**src/rtl/bcd_pkg.sv**
```systemverilog
// ---------------------------------------------------------------------------
// bcd_pkg
// Shared definitions for the BCD (decade) counter family.
//   BCD_MAX / BCD_ZERO : digit bounds of one decade
//   state_t            : control states of the countdown timer
//   bcd_sat()          : clamps a 4-bit nibble into the legal 0..9 range
// No ports (package).
// ---------------------------------------------------------------------------
package bcd_pkg;

    localparam logic [3:0] BCD_MAX  = 4'd9;
    localparam logic [3:0] BCD_ZERO = 4'd0;

    typedef enum logic [1:0] {
        ST_IDLE = 2'd0,
        ST_RUN  = 2'd1,
        ST_DONE = 2'd2
    } state_t;

    // Nibbles A..F have no decimal meaning; treat them as the largest digit
    // so that a digit register can never hold an illegal code.
    function automatic logic [3:0] bcd_sat(input logic [3:0] digit);
        return (digit > BCD_MAX) ? BCD_MAX : digit;
    endfunction

endpackage

```
**src/rtl/bcd_down_digit.sv**
```systemverilog
// ---------------------------------------------------------------------------
// bcd_down_digit
// One decade of the BCD down counter. Decrements when dec_in is high,
// rolling 0 -> 9 and asking the next decade up for a borrow.
// Ports:
//   clk        in   clock, rising edge
//   rst_n      in   asynchronous active-low reset (digit -> 0)
//   dec_in     in   decrement request for this decade
//   load       in   synchronous load of load_digit (wins over dec_in)
//   load_digit in   preset nibble, clamped to 9 on load
//   digit      out  current decade value, always 0..9
//   borrow_out out  combinational: dec_in while this decade is 0
// ---------------------------------------------------------------------------
module bcd_down_digit
    import bcd_pkg::*;
(
    input  logic       clk,
    input  logic       rst_n,
    input  logic       dec_in,
    input  logic       load,
    input  logic [3:0] load_digit,
    output logic [3:0] digit,
    output logic       borrow_out
);

    // The borrow ripples combinationally to the next decade so the whole
    // multi-digit count settles within a single clock cycle.
    assign borrow_out = dec_in & (digit == BCD_ZERO);

    // Digit register: a load always takes priority over a decrement, and a
    // decrement at 0 wraps to 9 (the borrow above carries the underflow on).
    always_ff @(posedge clk or negedge rst_n) begin
        if (!rst_n) begin
            digit <= BCD_ZERO;
        end else if (load) begin
            digit <= bcd_sat(load_digit);
        end else if (dec_in) begin
            digit <= (digit == BCD_ZERO) ? BCD_MAX : digit - 4'd1;
        end
    end

endmodule

```
**src/rtl/bcd_down_counter.sv**
```systemverilog
// ---------------------------------------------------------------------------
// bcd_down_counter
// Multi-decade BCD countdown timer with parallel preset, start/stop control,
// per-cycle enable, terminal-count pulse and optional wrap-around.
// Parameters:
//   DIGITS  number of BCD decades (count is 4*DIGITS bits)
//   WRAP    0: stop at 0 and finish; 1: roll 0 -> 9..9 and keep running
// Ports:
//   clk        in   clock, rising edge
//   rst_n      in   asynchronous active-low reset
//   en         in   count enable (one decrement per edge while running)
//   load       in   synchronous parallel load of load_val (aborts a run)
//   load_val   in   BCD preset, digit 0 in bits [3:0]
//   start      in   start counting from the current value
//   stop       in   halt a run, value held
//   count      out  current BCD value
//   zero       out  combinational count == 0
//   busy       out  high while running
//   done       out  one-cycle pulse when the count reaches 0 by decrement
//   borrow_out out  one-cycle pulse on a 0 -> 9..9 wrap
//   load_err   out  one-cycle pulse after a load with any digit > 9
// ---------------------------------------------------------------------------
module bcd_down_counter
    import bcd_pkg::*;
#(
    parameter int DIGITS = 2,
    parameter int WRAP   = 0
) (
    input  logic                  clk,
    input  logic                  rst_n,
    input  logic                  en,
    input  logic                  load,
    input  logic [4*DIGITS-1:0]   load_val,
    input  logic                  start,
    input  logic                  stop,
    output logic [4*DIGITS-1:0]   count,
    output logic                  zero,
    output logic                  busy,
    output logic                  done,
    output logic                  borrow_out,
    output logic                  load_err
);

    localparam int  W       = 4 * DIGITS;
    localparam logic WRAP_EN = (WRAP != 0);

    state_t state;
    state_t state_next;

    logic [DIGITS:0] dec_chain;
    logic            decrement;
    logic            start_take;
    logic            count_is_one;
    logic            load_bad;
    logic            done_next;

    assign zero         = (count == '0);
    assign busy         = (state == ST_RUN);
    assign count_is_one = (count == W'(1));

    // A decrement only happens in RUN with nothing of higher priority
    // present. Without wrap, RUN at zero cannot normally occur, but the
    // guard keeps the counter from ever rolling over in that configuration.
    assign decrement  = busy & en & ~load & ~stop & (WRAP_EN | ~zero);
    assign start_take = start & ~load & ~stop & (state != ST_RUN);

    assign dec_chain[0] = decrement;

    for (genvar i = 0; i < DIGITS; i++) begin : g_digit
        bcd_down_digit u_digit (
            .clk        (clk),
            .rst_n      (rst_n),
            .dec_in     (dec_chain[i]),
            .load       (load),
            .load_digit (load_val[4*i +: 4]),
            .digit      (count[4*i +: 4]),
            .borrow_out (dec_chain[i+1])
        );
    end

    // Flag a preset that contains any non-decimal nibble; the digits clamp
    // it themselves, this only reports that it happened.
    always_comb begin
        load_bad = 1'b0;
        for (int i = 0; i < DIGITS; i++) begin
            if (load_val[4*i +: 4] > BCD_MAX) begin
                load_bad = 1'b1;
            end
        end
    end

    // Next-state logic, priority load > stop > start > decrement. The done
    // pulse is raised either by the final 1 -> 0 decrement or by starting a
    // non-wrapping counter that is already at zero.
    always_comb begin
        state_next = state;
        done_next  = 1'b0;
        if (load) begin
            state_next = ST_IDLE;
        end else if (stop) begin
            if (state == ST_RUN) begin
                state_next = ST_IDLE;
            end
        end else if (start_take) begin
            if (!zero || WRAP_EN) begin
                state_next = ST_RUN;
            end else begin
                state_next = ST_DONE;
                done_next  = 1'b1;
            end
        end else if (decrement && count_is_one) begin
            done_next = 1'b1;
            if (!WRAP_EN) begin
                state_next = ST_DONE;
            end
        end
    end

    // State register plus the three single-cycle status pulses. Each pulse
    // is recomputed every edge, so none of them can stretch.
    always_ff @(posedge clk or negedge rst_n) begin
        if (!rst_n) begin
            state      <= ST_IDLE;
            done       <= 1'b0;
            borrow_out <= 1'b0;
            load_err   <= 1'b0;
        end else begin
            state      <= state_next;
            done       <= done_next;
            borrow_out <= dec_chain[DIGITS];
            load_err   <= load & load_bad;
        end
    end

endmodule
```
**config.mk**
```make
export PLATFORM = sky130hd
export DESIGN_NAME = bcd_down_counter
export DESIGN_NICKNAME = d
export VERILOG_FILES = /design/src/rtl/bcd_pkg.sv /design/src/rtl/bcd_down_digit.sv /design/src/rtl/bcd_down_counter.sv
export SDC_FILE = /design/constraint.sdc
export NUM_CORES = 1
export LEC_CHECK = 0
export CAP_MARGIN = 25
export CORE_MARGIN = 5
export CORE_UTILIZATION = 47
export DETAILED_ROUTE_END_ITERATION = 10
export GPL_TIMING_DRIVEN = 0
export PLACE_DENSITY = 0.86
export SETUP_SLACK_MARGIN = 0.05
export SLEW_MARGIN = 30
export SYNTH_ARGS = -nofsm -noshare
export SYNTH_HDL_FRONTEND = slang
export SYNTH_HIERARCHICAL = 1
export SYNTH_SLANG_ARGS = --single-unit
```
**constraint.sdc**
```tcl
create_clock -name clk -period 3.4 [get_ports clk]
set_clock_uncertainty 0.1 [all_clocks]
set_input_delay 0.68 -clock clk [delete_from_list [all_inputs] [get_ports clk]]
set_output_delay 0.68 -clock clk [all_outputs]
set_load 0.05 [all_outputs]
```
[Yosys cells after proc, flatten, opt, wreduce, memory -nomap -nowiden]
Index checks and enable logic that the tools add are counted.
Word-level totals
  register bits after elaboration: 13
  logic and storage cells: 56
Cells by class
  $add $sub $neg: 2
  order comparisons: 2
  equality and inequality tests: 4
  multiplexer cells: 21
  bitwise logic cells: 13
  reductions and logical operators: 8
Operators with widths (number)
  4-bit 2-to-1 mux: 8
  2-bit 2-to-1 mux: 6
  1-bit AND: 10
  8-bit by 1-bit equality test with 1-bit output, second input constant: 1
  4-bit greater-than comparator, second input constant: 2
  4-bit logical NOT: 2
  8-bit logical NOT: 1
  4-bit by 1-bit subtractor with 4-bit output, second input constant: 2
  1-bit 2-to-1 mux: 7
  2-bit nonzero test: 2
  4-bit nonzero test: 1
  3-bit by 2-bit != test with 1-bit output, second input constant: 1
  1-bit NOT: 3
  2-bit by 1-bit equality test with 1-bit output, second input constant: 1
  2-bit by 1-bit != test with 1-bit output, second input constant: 1
  2-bit AND reduction: 1
  1-bit logical AND: 1

[Longest topological paths before layout]
Gate-level depths: netlist of the first run.
  word-level depth: 10
  mapped depth: 8

[Modules after synthesis]
The synthesis of the first run kept the hierarchy.
Modules (own cells, without submodules)
  bcd_down_digit: times used 2, cells an instance 23, area an instance 245.2 um2, sequential area each 100.1 um2
  bcd_down_counter: times used 1, cells an instance 32, area an instance 297.8 um2, sequential area each 125.1 um2

[Worst setup path after synthesis of the first run]
OpenSTA, ideal clock, no wires.
  path kind: flip-flop to flip-flop
  from: register g_digit[1].u_digit.digit[0]
  to: register g_digit[1].u_digit.digit[2]
  arrival time: 3519 ps
  required time: 3179 ps
  path slack: -340 ps
  stages on the path, launching flop included: 9
  clock period less this slack: 3740 ps
  cell sequence: dfrtp_1 > or4_4 > nor3_1 > nor2_1 > nor4b_4 > nor2b_1 > nor3b_2 > mux2i_1 > o21ai_1
On the way
  cells in the longest elaborated chain, start to end: 5
  elaborated cells between the ends (all ways): 10
  classes of those cells: add/sub (1); mux (3); bitwise (3); reduce/logical (3)
Ends and longest elaborated chain
  from (decl): line bcd_down_digit.sv:22  | output logic [3:0] digit,
  from (signal assigned): line bcd_down_digit.sv:36  | digit <= bcd_sat(load_digit);
  from (signal assigned): line bcd_down_digit.sv:38  | digit <= (digit == BCD_ZERO) ? BCD_MAX : digit - 4'd1;
  8-bit logical NOT: line bcd_down_counter.sv:57  | assign zero = (count == '0);
  via zero: line bcd_down_counter.sv:37  | output logic zero,
  1-bit NOT: line bcd_down_counter.sv:64  | assign decrement = busy & en & ~load & ~stop & (WRAP_EN | ~zero);
  1-bit AND: line bcd_down_counter.sv:64
  via dec_chain[0]: line bcd_down_counter.sv:50  | logic [DIGITS:0] dec_chain;
  1-bit AND: line bcd_down_digit.sv:28  | assign borrow_out = dec_in & (digit == BCD_ZERO);
  via dec_chain[1]: line bcd_down_counter.sv:50
  2-bit nonzero test (no source line)
The timed path passes the listed nets, and every way through them passes these cells. The select of a mux whose other input is x is not followed.
A chain may end at the register's enable or synchronous reset.

[Worst setup path after layout of the first run]
  from: register g_digit[1].u_digit.digit[0]
  to: output zero
On the way
  cells in the longest elaborated chain, start to end: 1
Ends and longest elaborated chain (line)
  8-bit logical NOT: bcd_down_counter.sv:57
  to (decl): bcd_down_counter.sv:37
No other way between the ends.

==> impl_metrics.toml, run 1 <==
[setup_path]
arrival_ns = 2.42
crit_path_start_kind = "register"
rrSetupSlack_ns = 0.95
critPathMaxFanout = 6
crit_type = "reg2out"
ff2ff_path_depth = 8
r2r_start = "g_digit[1].u_digit/digit[0]"
crit_path_end_kind = "output port"
r2r_end = "g_digit[1].u_digit/digit[2]"
cp.required_ns = 2.62

[detailed_routing]
vias_per_cell = 5.65
drtIter0Drc = 3
drt_pass1_iterations = 2
vias = 700
routed_wl_um = 1760
ant_nets = 0
route.detailed.drc = 0
wl_per_cell_um = 14.2

[flow_run]
maxCapViolCount = 0

[yosys]
syn_nets = 92
synthArstFlopShare = 1.00
synth.avg_cell_area_um2 = 10.1
synth_common_cells = "dfrtp_1, o21ai_0, nand2b_1"
syn-cell-area_um2 = 788
ys.flop_type = "dfrtp_1"
yosys.area.top_type = "dfrtp_1"
synth_cells = 78
yosys_warnings = 6
yosysSeqAreaShare = 0.413
yosysMostFrequentCell = "dfrtp_1"
post-synth-top-area-fraction = 0.413
synth_edf_count = 0
netlist_top_cells_area = "dfrtp_1, nor4b_4, o21ai_0, nand2b_1, xnor2_1"
ys_seq_elements = 13
synthDistinctLibCells = 29

[power_and_ir_drop]
p_per_area_nw_per_um2 = 358
power.leakage_nw = 0.411
vdd_ir_drop_max_mv = 0.225
total_power_uw = 395

[floorplanning]
dieWidth_um = 51.0
start_util = 0.511
row_count = 14
die_area_um2 = 2600
die_y_um = 51.0
coreArea_um2 = 1540
boundaryPins = 27

[sta]
slew_headroom = 0.533
finalHoldViolations = 0
min_period_ns = 3.20
setup_ws_ns = 0.199
worst_pin_slew_ns = 0.699
finalMaxSlewViolations = 0
period_share = 0.941
timing.fmax_mhz = 312
rsz0062_at_grt = "false"
setup_violations = 0

[final_layout]
drive_above_1_share = 0.0926
fillers = 130
multi_input_area_um2 = 457
nets = 123
ff_latch_area_um2 = 325
area_growth_pct = 39.8
fin_util = 0.715
antenna_cells = 0

[hold_path]
hp-start = "g_digit[1].u_digit/digit[3]"
hold_depth = 1
hold_path.class = "reg2reg"
min_to = "borrow_out"

[placed_design]
dpl_worst_slack_ns = -0.0205
routabilityCongestion = 0.837
port_buffers = 26

[global_route]
grt_usage = 0.143
grt_pass1_wl_um = 2850
grt_pass1_vias = 652
antenna_found_initial = 0
grt.overflow.total = 0
grt_max_degree = 22

[clock_tree]
cts_max_level = 1
tritoncts = "done"
clock_path_buffers = 2
cts_root_buffer = "clkbuf_4"
cts_setup_buffers = 0
ctsHoldBuffers = 0
cts_made_buffers = 3
clk_latency_ns = 0.27
cts.sinks = 13
cts_resized = 0
clk_pin_slew_ns = 0.08

[outcome]
outcome = "finished clean"
-- where the power goes --
| group | internal (mW) | switching, mW | leakage, nW |
|---|---|---|---|
| registers | 0.165 | 0.0195 | 0.165 |
| clock network | 0.0454 | 0.0508 | 0.0150 |
| logic | 0.0480 | 0.0665 | 0.231 |
-- metal layers --
metal | track usage | up-vias | wire length, um
met2 | 0.231 | 15 | 868
met1 | 0.179 | 329 | 780
met4 | 0.0511 | 0 | 12
met3 | 0.0407 | 2 | 98
met5 | 0 | - | 0
li1 | - | 354 | -
-- critical path, cell delays in order, from the launching register on --
cell and delay (ns):
dfrtp_1 0.47, or4_4 0.58, nor3_2 0.25, clkdlybuf4s50_1 0.85
-- cell usage in the layout (no fill, tap or decap), types with 3 or more instances in the layout --
cell              n
inv_1             3
nor2b_1           5
nand2_1           3
nand2b_1          6
xnor2_1           4
clkdlybuf4s50_1  25
o21ai_1           4
clkbuf_4          3
a21oi_1           3
o21ai_0           8
dfrtp_1          13
-- through the flow --
step / setup TNS (ns) / area, um2 / instances / hold slack, ns
after global placement: -0.0107 / 1070 / 120 / 0.430
final: 0 / 1100 / 124 / 0.448
after global routing: 0 / 1100 / 124 / 0.485
after detailed placement: -0.0205 / 1070 / 120 / 0.450
after floorplan: 0 / 793 / 78 / 0.284
after CTS: 0 / 1100 / 124 / 0.463
-- registers in the layout (all words and copies together), names as in the netlist --
register / count
done: 1
borrow_out: 1
load_err: 1
g_digit.u_digit/digit: 8
state: 2
-- logic make-up after synthesis --
| logic type | Yosys count | share of synthesized area |
|---|---|---|
| and+or+nand+nor | 31 | 0.298 |
| AOI/OAI and AO/OA | 25 | 0.205 |
| DFF | 13 | 0.413 |
| xor gates and xnor gates | 4 | 0.0444 |
| buffers and inverters | 3 | 0.0143 |
| muxes | 2 | 0.0254 |
-- worst max path at each step --
| stage | startpoint | to | slack, ns | cells past startpoint |
|---|---|---|---|---|
| CTS | g_digit[1].u_digit/digit[0] | zero | 0.19 | 3 |
| detailed placement | load | g_digit[1].u_digit/digit[2] | -0.02 | 9 |
| finish | g_digit[1].u_digit/digit[0] | zero | 0.20 | 3 |
| global placement | load | g_digit[1].u_digit/digit[2] | -0.01 | 9 |
| floorplan | g_digit[1].u_digit/digit[0] | g_digit[1].u_digit/digit[2] | 0.20 | 8 |
| global route | g_digit[1].u_digit/digit[0] | zero | 0.14 | 3 |
-- area by class of cell --
type                            count  area share
Clock buffer                        4      0.0238
Sequential cell                    13       0.295
Inverter                            3      0.0102
Multi-Input combinational cell     62       0.414
Timing Repair Buffer               26       0.238
Tap cell                           16      0.0182
No activity file was read; power rests on OpenSTA's default activity.
==> run 2, diff against run 1 <==
SLEW_MARGIN = 20   (was 30)
==> results of run 2 <==
No change in the layout: final DEF, timing and power equal those of run 1.
==> run 3, diff against run 2 <==
SETUP_SLACK_MARGIN = not set   (was 0.05)
==> results of run 3 <==
No change in the layout: final DEF, timing and power equal those of run 1.
